## config.mk

```make
export PLATFORM = sky130hd
export DESIGN_NAME = axi_lite_cmd_master
export DESIGN_NICKNAME = d
export VERILOG_FILES = /design/src/rtl/axi_lite_pkg.sv /design/src/rtl/axi_watchdog_timer.sv /design/src/rtl/axi_lite_cmd_master.sv
export SDC_FILE = /design/constraint.sdc
export NUM_CORES = 1
export LEC_CHECK = 0
export CORE_ASPECT_RATIO = 1.5
export CORE_MARGIN = 2
export CORE_UTILIZATION = 41
export CTS_CLUSTER_SIZE = 16
export DETAILED_ROUTE_END_ITERATION = 7
export PLACE_DENSITY = 0.82
export SETUP_SLACK_MARGIN = 0.3
export SLEW_MARGIN = 20
export SYNTH_ARGS = -nofsm -noshare
export SYNTH_HDL_FRONTEND = slang
export SYNTH_HIERARCHICAL = 1
export SYNTH_SLANG_ARGS = --single-unit
export TNS_END_PERCENT = 5
```

## constraint.sdc

```tcl
create_clock -name clk -period 3.3 [get_ports clk]
set_clock_uncertainty 0.1 [all_clocks]
set_input_delay 0.66 -clock clk [delete_from_list [all_inputs] [get_ports clk]]
set_output_delay 0.66 -clock clk [all_outputs]
set_load 0.1 [all_outputs]
```

## src/rtl/axi_lite_pkg.sv

```systemverilog
// Shared definitions for the AXI4-Lite command master.
// - AXI_ADDR_W / AXI_DATA_W : default bus widths.
// - cmd_state_e             : controller FSM states, also exported on the debug port.
// - cmd_t                   : one single-beat command {write, addr, wdata, wstrb} at default widths.
package axi_lite_pkg;

    localparam int unsigned AXI_ADDR_W = 32;
    localparam int unsigned AXI_DATA_W = 32;

    typedef enum logic [2:0] {
        ST_IDLE    = 3'd0,
        ST_WR_REQ  = 3'd1,
        ST_WR_RESP = 3'd2,
        ST_RD_REQ  = 3'd3,
        ST_RD_DATA = 3'd4,
        ST_RSP     = 3'd5
    } cmd_state_e;

    typedef struct packed {
        logic                      write;
        logic [AXI_ADDR_W-1:0]     addr;
        logic [AXI_DATA_W-1:0]     wdata;
        logic [AXI_DATA_W/8-1:0]   wstrb;
    } cmd_t;

endpackage

```

## src/rtl/axi_watchdog_timer.sv

```systemverilog
// Transaction watchdog: counts enabled cycles since the last clear and flags
// expiry in the cycle where the count sits at TIMEOUT_CYCLES-1.
// Ports:
//   clk_i, rst_ni : clock, asynchronous active-low reset
//   clear_i       : force the count to zero (takes priority over enable_i)
//   enable_i      : count this cycle
//   expire_o      : combinational, high while enabled with count == TIMEOUT_CYCLES-1
// TIMEOUT_CYCLES = 0 removes the counter entirely and ties expire_o low.
module axi_watchdog_timer #(
    parameter int unsigned TIMEOUT_CYCLES = 1024
) (
    input  logic clk_i,
    input  logic rst_ni,
    input  logic clear_i,
    input  logic enable_i,
    output logic expire_o
);

    generate
        if (TIMEOUT_CYCLES == 0) begin : g_off
            logic unused_inputs;
            assign unused_inputs = ^{clk_i, rst_ni, clear_i, enable_i};
            assign expire_o      = 1'b0;
        end else begin : g_on
            localparam int unsigned CW = (TIMEOUT_CYCLES > 1) ? $clog2(TIMEOUT_CYCLES) : 1;
            localparam logic [CW-1:0] LAST = CW'(TIMEOUT_CYCLES - 1);

            logic [CW-1:0] count_q, count_d;

            // The count saturates at LAST so it can never wrap back below it.
            always_comb begin
                count_d = count_q;
                if (clear_i) begin
                    count_d = '0;
                end else if (enable_i && (count_q != LAST)) begin
                    count_d = count_q + 1'b1;
                end
            end

            always_ff @(posedge clk_i or negedge rst_ni) begin
                if (!rst_ni) begin
                    count_q <= '0;
                end else begin
                    count_q <= count_d;
                end
            end

            assign expire_o = enable_i && (count_q == LAST);
        end
    endgenerate

endmodule

```

## src/rtl/axi_lite_cmd_master.sv

```systemverilog
// AXI4-Lite initiator: turns a single-beat command/response handshake into one
// AXI4-Lite read or write, one transaction outstanding at a time.
// Ports:
//   clk, rst_n                     : clock, asynchronous active-low reset
//   cmd_*                          : command in (valid/ready, write, addr, wdata, wstrb)
//   rsp_*                          : response out (valid/ready, rdata, err = watchdog timeout)
//   m_aw*, m_w*, m_b*              : AXI4-Lite write channels
//   m_ar*, m_r*                    : AXI4-Lite read channels
//   dbg_state                      : current FSM state
// Handshake rule on every channel: a transfer happens on a rising edge where
// valid and ready are both high; a valid, once raised, holds it and its payload
// until that edge. All valids and readies here come straight from flops.
module axi_lite_cmd_master
    import axi_lite_pkg::*;
#(
    parameter int unsigned ADDR_W         = AXI_ADDR_W,
    parameter int unsigned DATA_W         = AXI_DATA_W,
    parameter int unsigned TIMEOUT_CYCLES = 1024
) (
    input  logic                clk,
    input  logic                rst_n,
    input  logic                cmd_valid,
    output logic                cmd_ready,
    input  logic                cmd_write,
    input  logic [ADDR_W-1:0]   cmd_addr,
    input  logic [DATA_W-1:0]   cmd_wdata,
    input  logic [DATA_W/8-1:0] cmd_wstrb,
    output logic                rsp_valid,
    input  logic                rsp_ready,
    output logic [DATA_W-1:0]   rsp_rdata,
    output logic                rsp_err,
    output logic [ADDR_W-1:0]   m_awaddr,
    output logic                m_awvalid,
    input  logic                m_awready,
    output logic [DATA_W-1:0]   m_wdata,
    output logic [DATA_W/8-1:0] m_wstrb,
    output logic                m_wvalid,
    input  logic                m_wready,
    input  logic                m_bvalid,
    output logic                m_bready,
    output logic [ADDR_W-1:0]   m_araddr,
    output logic                m_arvalid,
    input  logic                m_arready,
    input  logic [DATA_W-1:0]   m_rdata,
    input  logic                m_rvalid,
    output logic                m_rready,
    output cmd_state_e          dbg_state
);

    cmd_state_e          state_q;
    logic                cmd_ready_q;
    logic                rsp_valid_q;
    logic [DATA_W-1:0]   rsp_rdata_q;
    logic                rsp_err_q;
    logic                awvalid_q, wvalid_q, bready_q, arvalid_q, rready_q;
    logic [ADDR_W-1:0]   addr_q;
    logic [DATA_W-1:0]   wdata_q;
    logic [DATA_W/8-1:0] wstrb_q;

    logic busy;
    logic wd_expire;
    logic aw_pending, w_pending;
    logic final_hs;

    assign busy = (state_q == ST_WR_REQ) || (state_q == ST_WR_RESP) ||
                  (state_q == ST_RD_REQ) || (state_q == ST_RD_DATA);

    // Held cleared while idle, so the count is zero in the first busy cycle.
    axi_watchdog_timer #(
        .TIMEOUT_CYCLES(TIMEOUT_CYCLES)
    ) u_wdog (
        .clk_i   (clk),
        .rst_ni  (rst_n),
        .clear_i (state_q == ST_IDLE),
        .enable_i(busy),
        .expire_o(wd_expire)
    );

    // A channel is still outstanding if its valid is up and this edge is not its handshake.
    assign aw_pending = awvalid_q && !m_awready;
    assign w_pending  = wvalid_q && !m_wready;

    // Only the closing B or R handshake beats an expiring watchdog; an AW/W/AR
    // handshake at expiry cannot finish the transaction in budget.
    assign final_hs = ((state_q == ST_WR_RESP) && m_bvalid) ||
                      ((state_q == ST_RD_DATA) && m_rvalid);

    always_ff @(posedge clk or negedge rst_n) begin
        if (!rst_n) begin
            state_q     <= ST_IDLE;
            cmd_ready_q <= 1'b1;
            rsp_valid_q <= 1'b0;
            rsp_rdata_q <= '0;
            rsp_err_q   <= 1'b0;
            awvalid_q   <= 1'b0;
            wvalid_q    <= 1'b0;
            bready_q    <= 1'b0;
            arvalid_q   <= 1'b0;
            rready_q    <= 1'b0;
            addr_q      <= '0;
            wdata_q     <= '0;
            wstrb_q     <= '0;
        end else if (wd_expire && !final_hs) begin
            // Abandon the hung target: drop every bus request and report an error.
            awvalid_q   <= 1'b0;
            wvalid_q    <= 1'b0;
            bready_q    <= 1'b0;
            arvalid_q   <= 1'b0;
            rready_q    <= 1'b0;
            rsp_valid_q <= 1'b1;
            rsp_rdata_q <= '0;
            rsp_err_q   <= 1'b1;
            state_q     <= ST_RSP;
        end else begin
            case (state_q)
                ST_IDLE: begin
                    if (cmd_valid && cmd_ready_q) begin
                        cmd_ready_q <= 1'b0;
                        addr_q      <= cmd_addr;
                        wdata_q     <= cmd_wdata;
                        wstrb_q     <= cmd_wstrb;
                        if (cmd_write) begin
                            awvalid_q <= 1'b1;
                            wvalid_q  <= 1'b1;
                            state_q   <= ST_WR_REQ;
                        end else begin
                            arvalid_q <= 1'b1;
                            state_q   <= ST_RD_REQ;
                        end
                    end
                end
                ST_WR_REQ: begin
                    if (awvalid_q && m_awready) awvalid_q <= 1'b0;
                    if (wvalid_q && m_wready)   wvalid_q  <= 1'b0;
                    if (!aw_pending && !w_pending) begin
                        bready_q <= 1'b1;
                        state_q  <= ST_WR_RESP;
                    end
                end
                ST_WR_RESP: begin
                    if (m_bvalid) begin
                        bready_q    <= 1'b0;
                        rsp_valid_q <= 1'b1;
                        rsp_rdata_q <= '0;
                        rsp_err_q   <= 1'b0;
                        state_q     <= ST_RSP;
                    end
                end
                ST_RD_REQ: begin
                    if (m_arready) begin
                        arvalid_q <= 1'b0;
                        rready_q  <= 1'b1;
                        state_q   <= ST_RD_DATA;
                    end
                end
                ST_RD_DATA: begin
                    if (m_rvalid) begin
                        rready_q    <= 1'b0;
                        rsp_valid_q <= 1'b1;
                        rsp_rdata_q <= m_rdata;
                        rsp_err_q   <= 1'b0;
                        state_q     <= ST_RSP;
                    end
                end
                ST_RSP: begin
                    if (rsp_ready) begin
                        rsp_valid_q <= 1'b0;
                        cmd_ready_q <= 1'b1;
                        state_q     <= ST_IDLE;
                    end
                end
                default: begin
                    state_q <= ST_IDLE;
                end
            endcase
        end
    end

    assign cmd_ready = cmd_ready_q;
    assign rsp_valid = rsp_valid_q;
    assign rsp_rdata = rsp_rdata_q;
    assign rsp_err   = rsp_err_q;
    assign m_awaddr  = addr_q;
    assign m_awvalid = awvalid_q;
    assign m_wdata   = wdata_q;
    assign m_wstrb   = wstrb_q;
    assign m_wvalid  = wvalid_q;
    assign m_bready  = bready_q;
    assign m_araddr  = addr_q;
    assign m_arvalid = arvalid_q;
    assign m_rready  = rready_q;
    assign dbg_state = state_q;

endmodule

```

* Word-level counts from Yosys, hierarchy flattened
Cells that the tools add are included.
** Word-level totals
- Bits of input ports :: 110
- Flip-flop bits (word level) :: 121
- Bits in latches :: 0
- Word-level logic and storage cells :: 120
- RAM bits :: 0
- Memories :: 0
- ROM bits :: 0
** Operators by class
- Shift operators :: 0
- Bitwise gates (word level) :: 1
- Reductions and logical operators :: 39
- Add/subtract/negate cells :: 1
- Mux-type cells :: 46
- Divide/modulo/power cells :: 0
- Multipliers :: 0
- Equality and inequality tests :: 19
- Magnitude comparators :: 0
** Operators with widths (number)
- two-way mux 32 bit :: 3
- one-hot mux 32 bit (2 select lines) :: 1
- two-way mux 1 bit :: 23
- two-way mux 3 bit :: 7
- two-way mux 10 bit :: 2
- AND reduction 4 bit :: 5
- one-hot mux 3 bit (6 select lines) :: 1
- nonzero test 3 bit :: 5
- one-hot mux 1 bit (2 select lines) :: 7
- inequality test 3 bit, second input constant :: 4
- AND reduction 3 bit :: 4
- logical AND 1 bit :: 11
- adder 10 x 1 -> 10 bit, second input constant :: 1
- equality test 10 bit, second input constant :: 1
- inequality test 10 bit, second input constant :: 1
- inequality test 3 x 1 -> 1 bit, second input constant :: 3
- inequality test 3 x 2 -> 1 bit, second input constant :: 3
- equality test 3 x 2 -> 1 bit, second input constant :: 2
- equality test 3 bit, second input constant :: 2
- AND reduction 6 bit :: 1
- zero test 1 bit :: 5
- logical OR 1 bit :: 4
- inequality test 2 bit, second input constant :: 2
- nonzero test 2 bit :: 2
- 6 further kinds :: 6

* Logic depth before layout (Yosys ltp)
- Depth after elaboration :: 8
- Gate-level depth with buffers :: 11
- Depth with buffers taken out :: 7

* Cells and area by module
The synthesis kept the hierarchy.
** By module, submodules not included
- axi_lite_cmd_master :: area each 4762.1 sq um, cells each 338, instances 1, seq. area each 2778.9 sq um
- axi_watchdog_timer :: area each 650.6 sq um, cells each 71, instances 1, seq. area each 250.2 sq um

* Least setup slack after synthesis
Ideal clock, no wire load.
- Kind :: register -> register
- From :: register state_q[2] (netlist: dbg_state[2])
- To :: register rready_q (netlist: m_rready)
- Data arrival time :: 3.288 ns
- Cell stages (with the launch flop) :: 11
- Clock period less this slack :: 3.513 ns
- Library setup time :: 0.125 ns
- Slack :: -0.213 ns
- Cells stage by stage :: dfrtp_1 buf_2 buf_1 xnor2_1 buf_2 nand2_1 nor3_1 clkbuf_1 a21oi_1 o22ai_1 mux2_2
** Between the ends
- Cells in the longest elaborated chain, start to end :: 8
** RTL lines
- start, declared :: RTL line axi_lite_cmd_master.sv:50 : cmd_state_e state_q;
- start signal, assigned :: RTL line axi_lite_cmd_master.sv:90 : state_q <= ST_IDLE;
- start signal, assigned :: RTL line axi_lite_cmd_master.sv:113 : state_q <= ST_RSP;
- start signal, assigned :: RTL line axi_lite_cmd_master.sv:125 : state_q <= ST_WR_REQ;
- equality test 3 x 1 -> 1 bit / equality test 3 x 2 -> 1 bit (equally long branches) :: RTL line axi_lite_cmd_master.sv:65 : assign busy = (state_q == ST_WR_REQ) || (state_q == ST_WR_RESP) ||
- logical OR 1 bit (2 in a row) :: RTL line axi_lite_cmd_master.sv:65
- logical OR 1 bit (*) :: RTL line axi_lite_cmd_master.sv:66 : (state_q == ST_RD_REQ) || (state_q == ST_RD_DATA);
- via busy :: RTL line axi_lite_cmd_master.sv:60 : logic busy;
- logical AND 1 bit (*) :: RTL line axi_watchdog_timer.sv:48 : assign expire_o = enable_i && (count_q == LAST);
- via wd_expire :: RTL line axi_lite_cmd_master.sv:61 : logic wd_expire;
- logical AND 1 bit (*) :: RTL line axi_lite_cmd_master.sv:103 : end else if (wd_expire && !final_hs) begin
- inequality test 3 x 2 -> 1 bit (no line) / nonzero test 3 bit (equally long branches)
- AND reduction 3 bit (no line)
- end signal, assigned :: RTL line axi_lite_cmd_master.sv:99 : rready_q <= 1'b0;
- end signal, assigned :: RTL line axi_lite_cmd_master.sv:109 : rready_q <= 1'b0;
- end signal, assigned :: RTL line axi_lite_cmd_master.sv:152 : rready_q <= 1'b1;
- end, declared :: RTL line axi_lite_cmd_master.sv:55 : logic awvalid_q, wvalid_q, bready_q, arvalid_q, rready_q;
Mark *: on every way through the listed nets, which the timed path passes. The rest lies on a longest branch.
A chain may end at the register's enable or synchronous reset.

* Worst setup path after layout
- From :: register state_q[1] (netlist: dbg_state[1])
- To :: register wdata_q[27] (netlist: m_wdata[27])
** Between the ends
- Cells in the longest elaborated chain, start to end :: 8
** RTL lines
- equality test 3 x 1 -> 1 bit / equality test 3 x 2 -> 1 bit (equally long branches) :: RTL line axi_lite_cmd_master.sv:65
- logical OR 1 bit (2 in a row) :: RTL line axi_lite_cmd_master.sv:65
- logical OR 1 bit (*) :: RTL line axi_lite_cmd_master.sv:66
- via busy :: RTL line axi_lite_cmd_master.sv:60
- logical AND 1 bit (*) :: RTL line axi_watchdog_timer.sv:48
- via wd_expire :: RTL line axi_lite_cmd_master.sv:61
- logical AND 1 bit (*) :: RTL line axi_lite_cmd_master.sv:103
- NOT 1 bit (no line) (*)
- AND reduction 3 bit (no line) (*)
- end signal, assigned :: RTL line axi_lite_cmd_master.sv:120 : wdata_q <= cmd_wdata;
- end, declared :: RTL line axi_lite_cmd_master.sv:57 : logic [DATA_W-1:0] wdata_q;
Marks and branches as above.

==> metrics.txt <==
# clock sinks 121; crit start category register; CTS buffer count 17; CTS clk-pin slew, worst paths 0.06 ns; number of max-cap violations 0; endpoints failing setup 0; slew margin rel. 64.8%; # fillers 1018; Bufs on Longest Clock Path 2; Synth area leaders dfrtp_1, mux2_2, mux2_4, a22o_1, buf_4; Die X 97.8 microns; RePlAce Congestion 0.789; row count 51; syn_nets 520; # nets final 747; fraction of registers with async set/reset 100%; worst path required time 3.49 ns; Worst EP arrival 2.93 ns; critical path's slowest cell dfrtp_2; Clk Tree Root Cell clkbuf_16; Mapped Area 5410 sq um; status finished, final reports clean; initial antenna violation count 0; Max Slew Vio Count 0; reg2reg end m_wdata[27]; number of synthesized flops with an enable pin 0; Worst Hold Class input pin to async pin; first-pass GRT wire length 22400 microns; worst-path maximum fanout 19; worst skew pair latency 0.40 ns; min Tclk post-route 2.74 ns; Cells after DPL 776; Die ar. 14200 sq um; Synth top area share 55.5%; RSZ-0062 raised after global routing no; largest area contributor in the netlist dfrtp_1; GRT Util Overall 20.0%; Avg Synthesized Cell Area 13.2 sq um; Seq/Total Area, Yosys 56.0%; HPWL Detailed 10800 microns; r2r setup slk 0.56 ns; most instantiated library cell after synthesis dfrtp_1; CTS resizes 0; initial core utilization 41.8%; Sum Neg Setup Slack 0 ns; Worst Tran Pin Value 0.527 ns; Final Instance Area 8190 sq um; non-filler cells, final 808; setup bufs post-CTS 0; synth cell count leaders dfrtp_1, mux2_2, a22o_1, buf_4, mux2_4; CP peak stage delay 0.55 ns; Pre-antenna DRT Iters 4; yosys warns 6; initial DRC count 121; adder-cell share of the synthesized area 0.231%; top_reg_cell synth dfrtp_1; vias in the first global route 4329; largest net degree at the start of global routing 47; Ant. Diodes 0; area share of and/or/nand/nor cells after synthesis 7.33%; DRC errors left 0; worst r2r src dbg_state[1]; global route overflow 0; via count 4223; post-synthesis compound-gate area fraction 11.5%; worst setup path class register to register; combinational family with the most area after synthesis multiplexers; R2R depth 8; max frequency 365 MHz; share of cells above drive strength 1 41.9%; synth unique cells 51; mux share of post-synthesis cell area 16.8%; Post-Synth XOR/XNOR Area 0.162%; DR vias/cell 5.23; Detail Route Antenna Nets 0; WHS 0.132 ns; Post-CTS Hold Fix Bufs 0; Post-Syn Instances 409; post-synthesis register bit count 121; hold violation count in the final report 0; Placed Area 7530 sq um; CP endpoint kind register; TritonCTS clock tree done; Layout area overhead 51.3%; drt wl/cell 18.0 microns; final wirelength 14500 microns; Core Area 13000 sq um; fin crit share 83.1%; Ports 253; # H-tree levels 4; worst path cell trace nor2_1, xnor2_1, nand2_1, nor3_2, nor4_4, nand3_4, buf_4, mux2_2; I/O Buffers 252; Die Y 145 microns
==> layout make-up <==
type	count	area, sq um	share of cell area [%]
Tap cell	159	199	2.43
Sequential cell	121	3040	37.1
Multi-Input combinational cell	225	1980	24.2
Clock buffer	19	443	5.41
Timing Repair Buffer	265	2300	28.0
Clock inverter	13	215	2.63
Inverter	6	22.5	0.275
==> routing by layer <==
layer  GRT usage, %  up-vias  routed length, microns
met4           8.92        0                     447
met5              0        -                       0
met1           22.4     2101                    5370
met2           36.6      180                    8040
li1               -     1911                       -
met3           4.32       31                     678
==> worst max path at each step <==
stage	from	end	slack [ns]
3_5_place_dp	dbg_state[1]	m_wdata[27]	0.57
5_1_grt	dbg_state[1]	m_wdata[27]	0.43
2_1_floorplan	dbg_state[2]	m_rready	0.32
3_3_place_gp	dbg_state[1]	m_araddr[21]	0.68
4_1_cts	dbg_state[1]	m_wdata[27]	0.56
6_report	dbg_state[1]	m_wdata[27]	0.56
==> worst max-delay path: cells and delay by family, from the launching register on <==
| family | cells | cell delay, ns |
|---|---|---|
| multiplexers | 1 | 0.35 |
| AND/OR/NAND/NOR | 5 | 1.14 |
| flip-flops | 1 | 0.55 |
| buffers and inverters | 1 | 0.28 |
| XOR/XNOR | 1 | 0.19 |
==> cells by family after synthesis <==
kind of cell,after synthesis
AOI/OAI and AO/OA,81
xor gates and xnor gates,1
adders and majority gates,1
buffers and inverters,63
DFF,121
muxes,74
and+or+nand+nor,68
==> metrics by stage <==
| stage | utilization [%] | setup WS, ns |
|---|---|---|
| floorplan | - | 0.322 |
| global placement | 58.2 | 0.677 |
| detailed placement | 58.2 | 0.566 |
| CTS | 63.2 | 0.562 |
| global route | 63.2 | 0.434 |
| finish | 63.2 | 0.559 |
==> layout by cell type, fill, tap and decap left out, types with 5 or more instances in the layout <==
cell	count
a211oi_1	7
a21oi_1	11
a22o_1	33
buf_4	154
bufinv_16	5
clkbuf_16	17
clkdlybuf4s50_1	108
dfrtp_1	117
inv_1	6
mux2_2	51
mux2_4	21
nand2_1	13
nand3_1	6
nor2_1	11
nor2b_1	9
o21ai_0	8
==> sequential cells by signal (all words and copies together) (netlist names) <==
name	flops
cmd_ready	1
m_wstrb	4
rsp_valid	1
dbg_state	3
rsp_err	1
m_rready	1
u_wdog/g_on.count_q	10
m_wdata	32
m_araddr	32
rsp_rdata	32
m_wvalid	1
m_bready	1
m_awvalid	1
m_arvalid	1
Power is not shown: default switching activity piles up to over one toggle a cycle in this logic, so the estimate is an artifact.
